[src/rtl/seven_segment_scanner_pkg.sv]
// Shared types and helpers for the seven-segment digit scanner.
package seven_segment_scanner_pkg;

   // Scanner phase: a digit is either lit (StShow) or all anodes are dark (StBlank).
   typedef enum logic {
      StBlank = 1'b0,
      StShow  = 1'b1
   } scan_state_e;

   // Ceiling log2; returns 0 for n <= 1.
   function automatic int unsigned clog2(input int unsigned n);
      int unsigned w;
      w = 0;
      while ((64'd1 << w) < 64'(n)) begin
         w++;
      end
      return w;
   endfunction

   // Bits needed to count 0..n-1, never less than one.
   function automatic int unsigned cnt_width(input int unsigned n);
      return (n <= 2) ? 1 : clog2(n);
   endfunction

   // Anode level that lights a digit for the given polarity.
   function automatic logic anode_on(input bit act_low);
      return ~act_low;
   endfunction

   // Anode level that keeps a digit dark for the given polarity.
   function automatic logic anode_off(input bit act_low);
      return act_low;
   endfunction

endpackage

[src/rtl/seven_segment_scanner_if.sv]
// Digit data in, multiplexed display drive out.
interface seven_segment_scanner_if #(
   parameter int unsigned NUM_DIGITS = 4
) ();
   import seven_segment_scanner_pkg::*;

   localparam int unsigned IdxW = clog2(NUM_DIGITS);

   logic [4*NUM_DIGITS-1:0] digits_in;
   logic [NUM_DIGITS-1:0]   dp_in;
   logic [NUM_DIGITS-1:0]   blank_mask;
   logic                    load;
   logic [3:0]              hex;
   logic [NUM_DIGITS-1:0]   anode;
   logic                    dp;
   logic [IdxW-1:0]         digit_idx;
   logic                    frame_done;

   // Producer of digit values, consumer of the display drive.
   modport master (
      output digits_in, dp_in, blank_mask, load,
      input  hex, anode, dp, digit_idx, frame_done
   );

   // The scanner itself.
   modport slave (
      input  digits_in, dp_in, blank_mask, load,
      output hex, anode, dp, digit_idx, frame_done
   );

endinterface

[src/rtl/seven_segment_scanner_tick_gen.sv]
// Up counter that pulses on reaching a programmable terminal value and then reloads to zero.
module scan_tick_gen #(
   parameter int unsigned CNT_W = 16
) (
   input  logic             clk,
   input  logic             rst_n,
   input  logic [CNT_W-1:0] limit,
   output logic             tick
);

   logic [CNT_W-1:0] cnt_q, cnt_d;

   assign tick = (cnt_q == limit);

   // Reload on the terminal count so the next phase starts from zero.
   always_comb begin
      cnt_d = cnt_q + 1'b1;
      if (tick) begin
         cnt_d = '0;
      end
   end

   // Count register.
   always_ff @(posedge clk or negedge rst_n) begin
      if (!rst_n) begin
         cnt_q <= '0;
      end else begin
         cnt_q <= cnt_d;
      end
   end

endmodule

[src/rtl/seven_segment_scanner.sv]
// Time-multiplexed digit scanner: lights one digit at a time with a dark gap between digits,
// and swaps in newly loaded values only at frame boundaries.
module seven_segment_scanner
   import seven_segment_scanner_pkg::*;
#(
   parameter int unsigned NUM_DIGITS    = 4,
   parameter int unsigned REFRESH_DIV   = 50000,
   parameter int unsigned BLANK_CYCLES  = 500,
   parameter bit          ANODE_ACT_LOW = 1'b1
) (
   input logic                    clk,
   input logic                    rst_n,
   seven_segment_scanner_if.slave bus
);

   localparam int unsigned IdxW   = clog2(NUM_DIGITS);
   localparam int unsigned MaxCnt = (REFRESH_DIV > BLANK_CYCLES) ? REFRESH_DIV : BLANK_CYCLES;
   localparam int unsigned CntW   = cnt_width(MaxCnt);

   localparam logic [CntW-1:0] ShowLim  = CntW'(REFRESH_DIV - 1);
   // A zero-length gap still needs one cycle to leave the post-reset BLANK.
   localparam logic [CntW-1:0] BlankLim = CntW'((BLANK_CYCLES == 0) ? 0 : BLANK_CYCLES - 1);
   localparam logic [IdxW-1:0] IdxLast  = IdxW'(NUM_DIGITS - 1);

   logic            tick;
   logic [CntW-1:0] limit;

   scan_state_e     state_q, state_d;
   logic [IdxW-1:0] idx_q, idx_d;
   logic            first_q, first_d;
   logic            advance, start, wrap, swap;

   logic [4*NUM_DIGITS-1:0] act_dig_q, act_dig_d, pend_dig_q, pend_dig_d;
   logic [NUM_DIGITS-1:0]   act_dp_q, act_dp_d, pend_dp_q, pend_dp_d;
   logic                    pend_v_q, pend_v_d;

   logic [3:0]            hex_q, hex_d;
   logic [NUM_DIGITS-1:0] anode_q, anode_d;
   logic                  dp_q, dp_d;
   logic                  fd_q, fd_d;
   logic                  lit;

   assign limit = (state_q == StShow) ? ShowLim : BlankLim;

   scan_tick_gen #(
      .CNT_W(CntW)
   ) u_tick (
      .clk  (clk),
      .rst_n(rst_n),
      .limit(limit),
      .tick (tick)
   );

   // Phase sequencing and digit index advance.
   always_comb begin
      state_d = state_q;
      idx_d   = idx_q;
      first_d = first_q;
      advance = 1'b0;
      start   = 1'b0;
      wrap    = 1'b0;
      if (tick) begin
         unique case (state_q)
            StShow: begin
               if (BLANK_CYCLES == 0) begin
                  advance = 1'b1;
               end else begin
                  state_d = StBlank;
               end
            end
            StBlank: begin
               state_d = StShow;
               // The first SHOW after reset stays on digit 0.
               if (first_q) begin
                  first_d = 1'b0;
                  start   = 1'b1;
               end else begin
                  advance = 1'b1;
               end
            end
            default: state_d = StBlank;
         endcase
      end
      if (advance) begin
         if (idx_q == IdxLast) begin
            idx_d = '0;
            wrap  = 1'b1;
         end else begin
            idx_d = idx_q + 1'b1;
         end
      end
      swap = wrap | start;
   end

   // Pending capture and frame-boundary swap into the active set.
   always_comb begin
      act_dig_d  = act_dig_q;
      act_dp_d   = act_dp_q;
      pend_dig_d = pend_dig_q;
      pend_dp_d  = pend_dp_q;
      pend_v_d   = pend_v_q;
      if (bus.load) begin
         pend_dig_d = bus.digits_in;
         pend_dp_d  = bus.dp_in;
         pend_v_d   = 1'b1;
      end
      if (swap) begin
         // A load on the swap cycle bypasses pending and is shown in this frame.
         if (bus.load) begin
            act_dig_d = bus.digits_in;
            act_dp_d  = bus.dp_in;
         end else if (pend_v_q) begin
            act_dig_d = pend_dig_q;
            act_dp_d  = pend_dp_q;
         end
         pend_v_d = 1'b0;
      end
   end

   // Output drive computed from next state so it lines up with the state/index change.
   always_comb begin
      hex_d   = hex_q;
      anode_d = {NUM_DIGITS{anode_off(ANODE_ACT_LOW)}};
      dp_d    = 1'b0;
      fd_d    = wrap;
      lit     = (state_d == StShow) && !bus.blank_mask[idx_d];
      if (state_d == StShow) begin
         hex_d = act_dig_d[4*idx_d +: 4];
      end
      if (lit) begin
         anode_d[idx_d] = anode_on(ANODE_ACT_LOW);
         dp_d           = act_dp_d[idx_d];
      end
   end

   // State, data and output registers.
   always_ff @(posedge clk or negedge rst_n) begin
      if (!rst_n) begin
         state_q    <= StBlank;
         idx_q      <= '0;
         first_q    <= 1'b1;
         act_dig_q  <= '0;
         act_dp_q   <= '0;
         pend_dig_q <= '0;
         pend_dp_q  <= '0;
         pend_v_q   <= 1'b0;
         hex_q      <= '0;
         anode_q    <= {NUM_DIGITS{anode_off(ANODE_ACT_LOW)}};
         dp_q       <= 1'b0;
         fd_q       <= 1'b0;
      end else begin
         state_q    <= state_d;
         idx_q      <= idx_d;
         first_q    <= first_d;
         act_dig_q  <= act_dig_d;
         act_dp_q   <= act_dp_d;
         pend_dig_q <= pend_dig_d;
         pend_dp_q  <= pend_dp_d;
         pend_v_q   <= pend_v_d;
         hex_q      <= hex_d;
         anode_q    <= anode_d;
         dp_q       <= dp_d;
         fd_q       <= fd_d;
      end
   end

   assign bus.hex        = hex_q;
   assign bus.anode      = anode_q;
   assign bus.dp         = dp_q;
   assign bus.digit_idx  = idx_q;
   assign bus.frame_done = fd_q;

endmodule

[src/flat_wrapper.sv]
// flat-port wrapper written by rule: the top's interface ports become plain ports
module seven_segment_scanner_flat import seven_segment_scanner_pkg::*;
#(
   parameter int unsigned NUM_DIGITS    = 4,
   parameter int unsigned REFRESH_DIV   = 50000,
   parameter int unsigned BLANK_CYCLES  = 500,
   parameter bit          ANODE_ACT_LOW = 1'b1
)
  (clk, rst_n, bus_digits_in, bus_dp_in, bus_blank_mask, bus_load, bus_hex, bus_anode, bus_dp, bus_digit_idx, bus_frame_done);
  seven_segment_scanner_if #(.NUM_DIGITS(NUM_DIGITS)) bus_i ();
  input logic clk;
  input logic rst_n;
  input wire logic [$bits(bus_i.digits_in)-1:0] bus_digits_in;
  input wire logic [$bits(bus_i.dp_in)-1:0] bus_dp_in;
  input wire logic [$bits(bus_i.blank_mask)-1:0] bus_blank_mask;
  input wire logic [$bits(bus_i.load)-1:0] bus_load;
  output wire logic [$bits(bus_i.hex)-1:0] bus_hex;
  output wire logic [$bits(bus_i.anode)-1:0] bus_anode;
  output wire logic [$bits(bus_i.dp)-1:0] bus_dp;
  output wire logic [$bits(bus_i.digit_idx)-1:0] bus_digit_idx;
  output wire logic [$bits(bus_i.frame_done)-1:0] bus_frame_done;
  assign bus_i.digits_in = bus_digits_in;
  assign bus_i.dp_in = bus_dp_in;
  assign bus_i.blank_mask = bus_blank_mask;
  assign bus_i.load = bus_load;
  assign bus_hex = bus_i.hex;
  assign bus_anode = bus_i.anode;
  assign bus_dp = bus_i.dp;
  assign bus_digit_idx = bus_i.digit_idx;
  assign bus_frame_done = bus_i.frame_done;
  seven_segment_scanner #(.NUM_DIGITS(NUM_DIGITS), .REFRESH_DIV(REFRESH_DIV), .BLANK_CYCLES(BLANK_CYCLES), .ANODE_ACT_LOW(ANODE_ACT_LOW)) u_core (.clk(clk), .rst_n(rst_n), .bus(bus_i));
endmodule
[config.mk]
export PLATFORM = sky130hd
export DESIGN_NAME = seven_segment_scanner_flat
export DESIGN_NICKNAME = d
export VERILOG_FILES = /design/src/rtl/seven_segment_scanner_pkg.sv /design/src/rtl/seven_segment_scanner_if.sv /design/src/rtl/seven_segment_scanner_tick_gen.sv /design/src/rtl/seven_segment_scanner.sv /design/src/flat_wrapper.sv
export SDC_FILE = /design/constraint.sdc
export NUM_CORES = 1
export LEC_CHECK = 0
export ABC_AREA = 1
export BUFFER_PORTS_ARGS = -buffer_cell sky130_fd_sc_hd__buf_2
export CAP_MARGIN = 20
export CORE_MARGIN = 5
export CORE_UTILIZATION = 40
export DETAILED_ROUTE_END_ITERATION = 10
export SETUP_SLACK_MARGIN = 0.1
export SYNTH_ARGS = -nofsm -noshare
export SYNTH_HDL_FRONTEND = slang
export SYNTH_SLANG_ARGS = --single-unit
[constraint.sdc]
create_clock -name clk -period 2.1 [get_ports clk]
set_input_delay 0.105 -clock clk [delete_from_list [all_inputs] [get_ports clk]]
set_output_delay 0.105 -clock clk [all_outputs]
set_load 0.02 [all_outputs]
# --- Word level (Yosys, flattened, before mapping) ---
# Index checks and enable logic that the tools add are counted.
word_totals:
  regBits: 71
  in_bits: 27
  elab_cells: 58
op_classes:
  addsub: 2
  order_cmp: 2
  n_eq_ne: 2
  shift: 1
  mux: 30
  bitwise: 3
  n_reduce_logical: 5
op_table:
  columns: ["op", "count"]
  rows:
  - ["16-bit two-way mux", 5]
  - ["16-bit by 1-bit adder with 16-bit output, second input constant", 1]
  - ["16-bit == test", 1]
  - ["4-bit two-way mux", 4]
  - ["16-bit by 5-bit indexed part select with 4-bit output", 1]
  - ["1-bit two-way mux", 15]
  - ["1-bit binary-select mux with 2-bit select", 2]
  - ["2-bit two-way mux", 2]
  - ["4-bit NOT", 1]
  - ["2-bit by 3-bit less-than comparator with 1-bit output, second input constant", 1]
  - ["2-bit by 1-bit adder with 2-bit output, second input constant", 1]
  - ["1-bit demux with 2-bit select", 1]
  - ["2-bit == test, second input constant", 1]
  - ["2-bit by 1-bit greater-or-equal comparator with 1-bit output, second input constant", 1]
  - ["1-bit logical AND", 2]
  - ["1-bit one-hot mux with 2 select lines", 1]
  - ["2-bit AND reduction", 1]
  - ["2-bit nonzero test", 1]
  - ["1-bit logical NOT", 1]
  - ["1-bit NOT", 1]
  - ["1-bit bitwise OR", 1]

# --- Depth between registers and ports, before layout ---
logic_depth:
  ltp_word: 10
  mapped_depth: 15
  depth_no_buf: 14

# --- Cells and area by module ---
# A second synthesis with hierarchy kept.
unflattened:
  cells_unflattened: 584
  hier_area_um2: 4070.2
by_module_without_submodules:
  columns: ["module", "instances", "cells_each", "area_each_um2", "seq_area_each_um2"]
  rows:
  - ["seven_segment_scanner", 1, 396, 2870.3, 1382.6]
  - ["scan_tick_gen", 1, 188, 1199.9, 400.4]

# --- Worst setup path before layout ---
# Ideal clock, no wire load.
synth_path:
  kind: "register to register"
  from: "reg u_core.idx_q[0], in the netlist u_core.bus.digit_idx[0]"
  to: "reg u_core.dp_q, in the netlist u_core.bus.dp"
  arrival_ns: 1.795
  required_time_ns: 1.984
  setup_slack_ns: 0.188
  path_stages_with_launch: 12
  synth_period_minus_slack_ns: 1.912
  cell_sequence: "dfrtp_1 ha_1 inv_1 a21oi_2 nand3_4 buf_6 o21ai_2 inv_2 nand2_1 nand2_1 nor2_1 nor2_2"
synth_via:
  elab_chain_len: 8
  elab_cells_between_ends: 15
synth_lines:
  columns: ["item", "line", "rtl"]
  rows:
  - ["start, declared", "seven_segment_scanner.sv:29", "logic [IdxW-1:0] idx_q, idx_d;"]
  - ["start signal, assigned", "seven_segment_scanner.sv:153", "idx_q <= idx_d;"]
  - ["2-bit == test", "seven_segment_scanner.sv:85", "if (idx_q == IdxLast) begin"]
  - ["1-bit two-way mux", "seven_segment_scanner.sv:85", null]
  - ["1-bit two-way mux", "seven_segment_scanner.sv:84", "if (advance) begin"]
  - ["1-bit bitwise OR", "seven_segment_scanner.sv:92", "swap = wrap | start;"]
  - ["4-bit two-way mux", "seven_segment_scanner.sv:107", "if (swap) begin"]
  - ["net u_core.act_dp_d[1]", "seven_segment_scanner.sv:34", "logic [NUM_DIGITS-1:0] act_dp_q, act_dp_d, pend_dp_q, pend_dp_d;"]
  - ["1-bit binary-select mux with 2-bit select", "seven_segment_scanner.sv:132", "dp_d = act_dp_d[idx_d];"]
  - ["1-bit two-way mux (not written as such)", "seven_segment_scanner.sv:132", null]
  - ["1-bit two-way mux", "seven_segment_scanner.sv:130", "if (lit) begin"]
  - ["net u_core.dp_d", "seven_segment_scanner.sv:39", "logic dp_q, dp_d;"]
  - ["end signal, assigned", "seven_segment_scanner.sv:162", "dp_q <= dp_d;"]
  - ["end, declared", "seven_segment_scanner.sv:39", null]
# The timed path passes the listed nets, and every way through them passes these cells. The select of a mux whose other input is x is not followed.
# A chain may end at the register's enable or synchronous reset.

# --- Final worst setup path ---
layout_path:
  from: "reg u_core.u_tick.cnt_q[13]"
  to: "reg u_core.hex_q[3], in the netlist u_core.bus.hex[3]"
layout_via:
  elab_chain_len: 6
  elab_cells_between_ends: 9
layout_lines:
  columns: ["item", "line", "rtl"]
  rows:
  - ["start, declared", "seven_segment_scanner_tick_gen.sv:11", "logic [CNT_W-1:0] cnt_q, cnt_d;"]
  - ["start signal, assigned", "seven_segment_scanner_tick_gen.sv:28", "cnt_q <= cnt_d;"]
  - ["16-bit == test (*)", "seven_segment_scanner_tick_gen.sv:13", "assign tick = (cnt_q == limit);"]
  - ["1-bit two-way mux", "seven_segment_scanner.sv:62", "if (tick) begin"]
  - ["1-bit two-way mux", "seven_segment_scanner.sv:84", null]
  - ["1-bit bitwise OR (*)", "seven_segment_scanner.sv:92", null]
  - ["16-bit two-way mux (*)", "seven_segment_scanner.sv:107", null]
  - ["net u_core.act_dig_d[11]", "seven_segment_scanner.sv:33", "logic [4*NUM_DIGITS-1:0] act_dig_q, act_dig_d, pend_dig_q, pend_dig_d;"]
  - ["16-bit by 5-bit indexed part select with 4-bit output (*)", "seven_segment_scanner.sv:128", "hex_d = act_dig_d[4*idx_d +: 4];"]
  - ["end signal, assigned", "seven_segment_scanner.sv:147", "hex_q <= '0;"]
  - ["end signal, assigned", "seven_segment_scanner.sv:160", "hex_q <= hex_d;"]
  - ["end, declared", "seven_segment_scanner.sv:37", "logic [3:0] hex_q, hex_d;"]
# The timed path passes the listed nets; every way through them passes the cells marked *.

==> flow_metrics.env <==
export IMPL_status="finished clean"
export IMPL_worstHoldStart="bus_blank_mask[1]"
export IMPL_regToRegEndpoint="u_core.bus.hex[3]"
export IMPL_synth_cells=508
export IMPL_cellPowerDensity_nw_per_um2=562
export IMPL_timing_fmax_ghz=0.512
export IMPL_place_ws_ps=69.2
export IMPL_synth_nets=538
export IMPL_initial_core_util=0.405
export IMPL_rsz0062_at_grt="true"
export IMPL_synth_most_common_cell="nand2_1"
export IMPL_gr_usage_all_layers=0.165
export IMPL_fin_cells=729
export IMPL_io_pins=39
export IMPL_crit_end="u_core.bus.hex[3]"
export IMPL_worst_pin_slew_ps=733
export IMPL_cts_num_sinks=71
export IMPL_wl_um=9570
export IMPL_synth_ff_type="dfrtp_1"
export IMPL_max_cap_viol_count=0
export IMPL_die_area_um2=11900
export IMPL_synth_edf_count=0
export IMPL_max_slew_margin=0.512
export IMPL_met1_usage=0.243
export IMPL_fillers=924
export IMPL_top_usage_layer="met1"
export IMPL_setup_viol=0
export IMPL_worstSetupPathDepth=13
export IMPL_startpoint="u_core.u_tick.cnt_q[13]"
export IMPL_cp_max_fo=8
export IMPL_worstSetupEndpointType="register"
export IMPL_synth_area_top_cells="dfrtp_1 (42%), nand2_1 (15%), o21ai_0 (4.9%), inv_1 (4.8%), nor2_1 (4.1%)"
export IMPL_seq_area_frac_synth=0.455
export IMPL_fin_crit_sh=0.931
export IMPL_die_height_um=109
export IMPL_clk_latency_ps=360
export IMPL_layout_drive_gt1_share=0.312
export IMPL_cts_max_level=3
export IMPL_setup_slack_ps=145
export IMPL_cp_required_ps=2350
export IMPL_grt_pass1_vias=3180
export IMPL_vias=3489
export IMPL_cts_tree="yes"
export IMPL_grt_overflow_total=0
export IMPL_hold_viol=0
export IMPL_cp_slowest_stage_delay_ps=430
export IMPL_syn_area_um2=3920
export IMPL_ys_top_cells_by_count="nand2_1 (161), dfrtp_1 (66), inv_1 (50)"
export IMPL_ant_nets=0
export IMPL_io_buffers=38
export IMPL_path_class="reg2reg"
export IMPL_worst_r2r_cell_count=13
export IMPL_drtPass1Iterations=4
export IMPL_rows=36
export IMPL_seqCellArea_um2=1790
export IMPL_path_cells="nor2_1 > nand2_1 > nor2_2 > nand2_2 > nor2_4 > nand3_4 > clkbuf_16 > o21ai_2 > inv_2 > nand2_1 > nand3_1 > nor2_1 > nor2_1"
export IMPL_cts_buffers=9
export IMPL_multi_input_area_um2=1920
export IMPL_fin_skew_ps=12.7
export IMPL_ys_ff_latch=71
export IMPL_grt_met2_usage=0.236
export IMPL_yosysWarnings=0
export IMPL_startpoint_type="register"
export IMPL_synth_distinct_cells=38
export IMPL_viasPerCell=4.79
export IMPL_core_um2=9680
export IMPL_slew_violations=0
export IMPL_clock_root_buffer="clkbuf_8"
export IMPL_cp_slowest_cell="dfrtp_1"
export IMPL_globalplace_congestion=0.815
export IMPL_crit_top_cell="nor2_1"
export IMPL_leakage_uw=0.00264
export IMPL_drc_errors=0
export IMPL_r2r_slack_ps=150
export IMPL_drt_iter0_drc=208
export IMPL_die_w_um=109
export IMPL_tns_ps=0
export IMPL_antenna_found_initial=0
export IMPL_period_needed_ps=1950
export IMPL_crit_family="simple AND/OR/NAND/NOR gates"
export IMPL_ys_async_sr_fraction=1.00
export IMPL_vdd_drop_max_v=0.000348
export IMPL_crit_arrival_ps=2210
export IMPL_grt_max_degree=35
export IMPL_grt_pass1_wl_um=15300
export IMPL_antenna_cells=0
export IMPL_worst_path_buf_inv=2
export IMPL_hpwl_um=6240
export IMPL_avgSynthCellArea_um2=7.71
export IMPL_hp_class="in2reg"
export IMPL_synth_top_area_share=0.422
export IMPL_syn_to_final_growth_pct=30.7
export IMPL_fin_nets=621
export IMPL_place_inst=674
export IMPL_met3_usage=0.0432
export IMPL_clk_pin_slew_worst_paths_ps=80
export IMPL_wl_per_cell_um=13.1
export IMPL_yosysTopAreaCell="dfrtp_1"
export IMPL_clk_path_buf_depth=2
export IMPL_timing_rr_start="u_core.u_tick.cnt_q[13]"
==> state kept, by name (all words and copies together) (netlist names) <==
signal	flops
u_core.bus.digit_idx	2
u_core.pend_dp_q	4
u_core.act_dig_q	16
u_core.u_tick.cnt_q	16
u_core.bus.frame_done	1
u_core.act_dp_q	4
u_core.bus.dp	1
u_core.state_q	1
u_core.bus.anode	4
u_core.pend_dig_q	16
u_core.bus.hex	4
u_core.first_q	1
u_core.pend_v_q	1
==> what timing repair did <==
action | 4_1_cts | 5_1_grt
resized for setup | 2 | 54
setup buffers | 0 | 14
hold endpoints to repair | 41 | 0
setup endpoints to repair | 7 | 14
gates cloned | 0 | 4
pin swaps | 0 | 21
hold buffers | 21 | 0
==> area by class of cell <==
class                      count  area share
multi-input combinational    348       0.376
sequential                    71       0.350
timing repair buffer          90       0.143
inverter                      70      0.0526
tap                          133      0.0325
clock buffer                  10      0.0269
clock inverter                 6      0.0183
timing repair inverter         1     0.00147
==> worst register-to-register path, cell delays in order, from the launching register on <==
cell and delay, ps:
dfrtp_1 430, nor2_1 100, nand2_1 90, nor2_2 120, nand2_2 80, nor2_4 190, nand3_4 170, clkbuf_16 220
o21ai_2 120, inv_2 60, nand2_1 70, nand3_1 70, nor2_1 90, nor2_1 40
==> layout by cell type (no fill, tap or decap), types with 5 or more instances in the layout <==
| master | instances |
|---|---|
| a21boi_0 | 5 |
| a21oi_1 | 6 |
| buf_2 | 38 |
| buf_4 | 24 |
| clkbuf_8 | 10 |
| dfrtp_1 | 61 |
| dfrtp_2 | 5 |
| dfstp_2 | 5 |
| dlygate4sd3_1 | 21 |
| inv_1 | 45 |
| inv_2 | 21 |
| nand2_1 | 154 |
| nand2_2 | 11 |
| nand2_4 | 6 |
| nand3_1 | 13 |
| nand3_2 | 10 |
| nand4_1 | 16 |
| nor2_1 | 35 |
| nor2_2 | 10 |
| nor2_4 | 5 |
| o21ai_0 | 37 |
| o21ai_2 | 11 |
==> per-layer routing <==
layer	share of wire	vias up	routed length (um)
li1	-	1768	-
met1	0.51	1647	4880
met2	0.43	67	4140
met3	0.045	7	427
met4	0.013	0	121
met5	0	-	0
==> stage by stage <==
stage | util | power (uW) | hold WS [ps] | instance area [um^2]
after floorplan | - | 1530 | -191 | 3920
after global placement | 0.443 | 1610 | 213 | 4290
after detailed placement | 0.443 | 1610 | 205 | 4290
after CTS | 0.490 | 2910 | 117 | 4740
after global routing | 0.529 | 3010 | 124 | 5120
final | 0.529 | 2880 | 131 | 5120
==> where the power goes <==
group / total, uW / leakage (uW) / internal (uW) / switching, uW
clock network: 1260 / 0.000113 / 707 / 553
registers: 1410 / 0.000891 / 1400 / 12.4
logic: 203 / 0.00163 / 89.9 / 114
total: 2880 / 0.00264 / 2200 / 679
==> cell families (layout without fill, tap and decap cells) <==
family / count (synthesis) / after routing / synth area share
buf+inv: 89 / 177 / 0.0993
fa+ha+maj: 3 / 3 / 0.00958
compound gates: 69 / 69 / 0.105
xor+xnor: 3 / 3 / 0.00671
simple gates: 273 / 273 / 0.324
flops: 71 / 71 / 0.455
==> how the worst min path moves through the flow <==
stage / cells past startpoint / slack (ps) / end
after floorplan: 0 / -190 / u_core.act_dig_q[0]
after global placement: 1 / 210 / u_core.bus.frame_done
after detailed placement: 1 / 200 / u_core.u_tick.cnt_q[11]
after CTS: 5 / 120 / u_core.bus.anode[3]
after global routing: 5 / 120 / u_core.bus.anode[3]
final: 5 / 130 / u_core.bus.anode[3]
No activity file was read; power rests on OpenSTA's default activity.
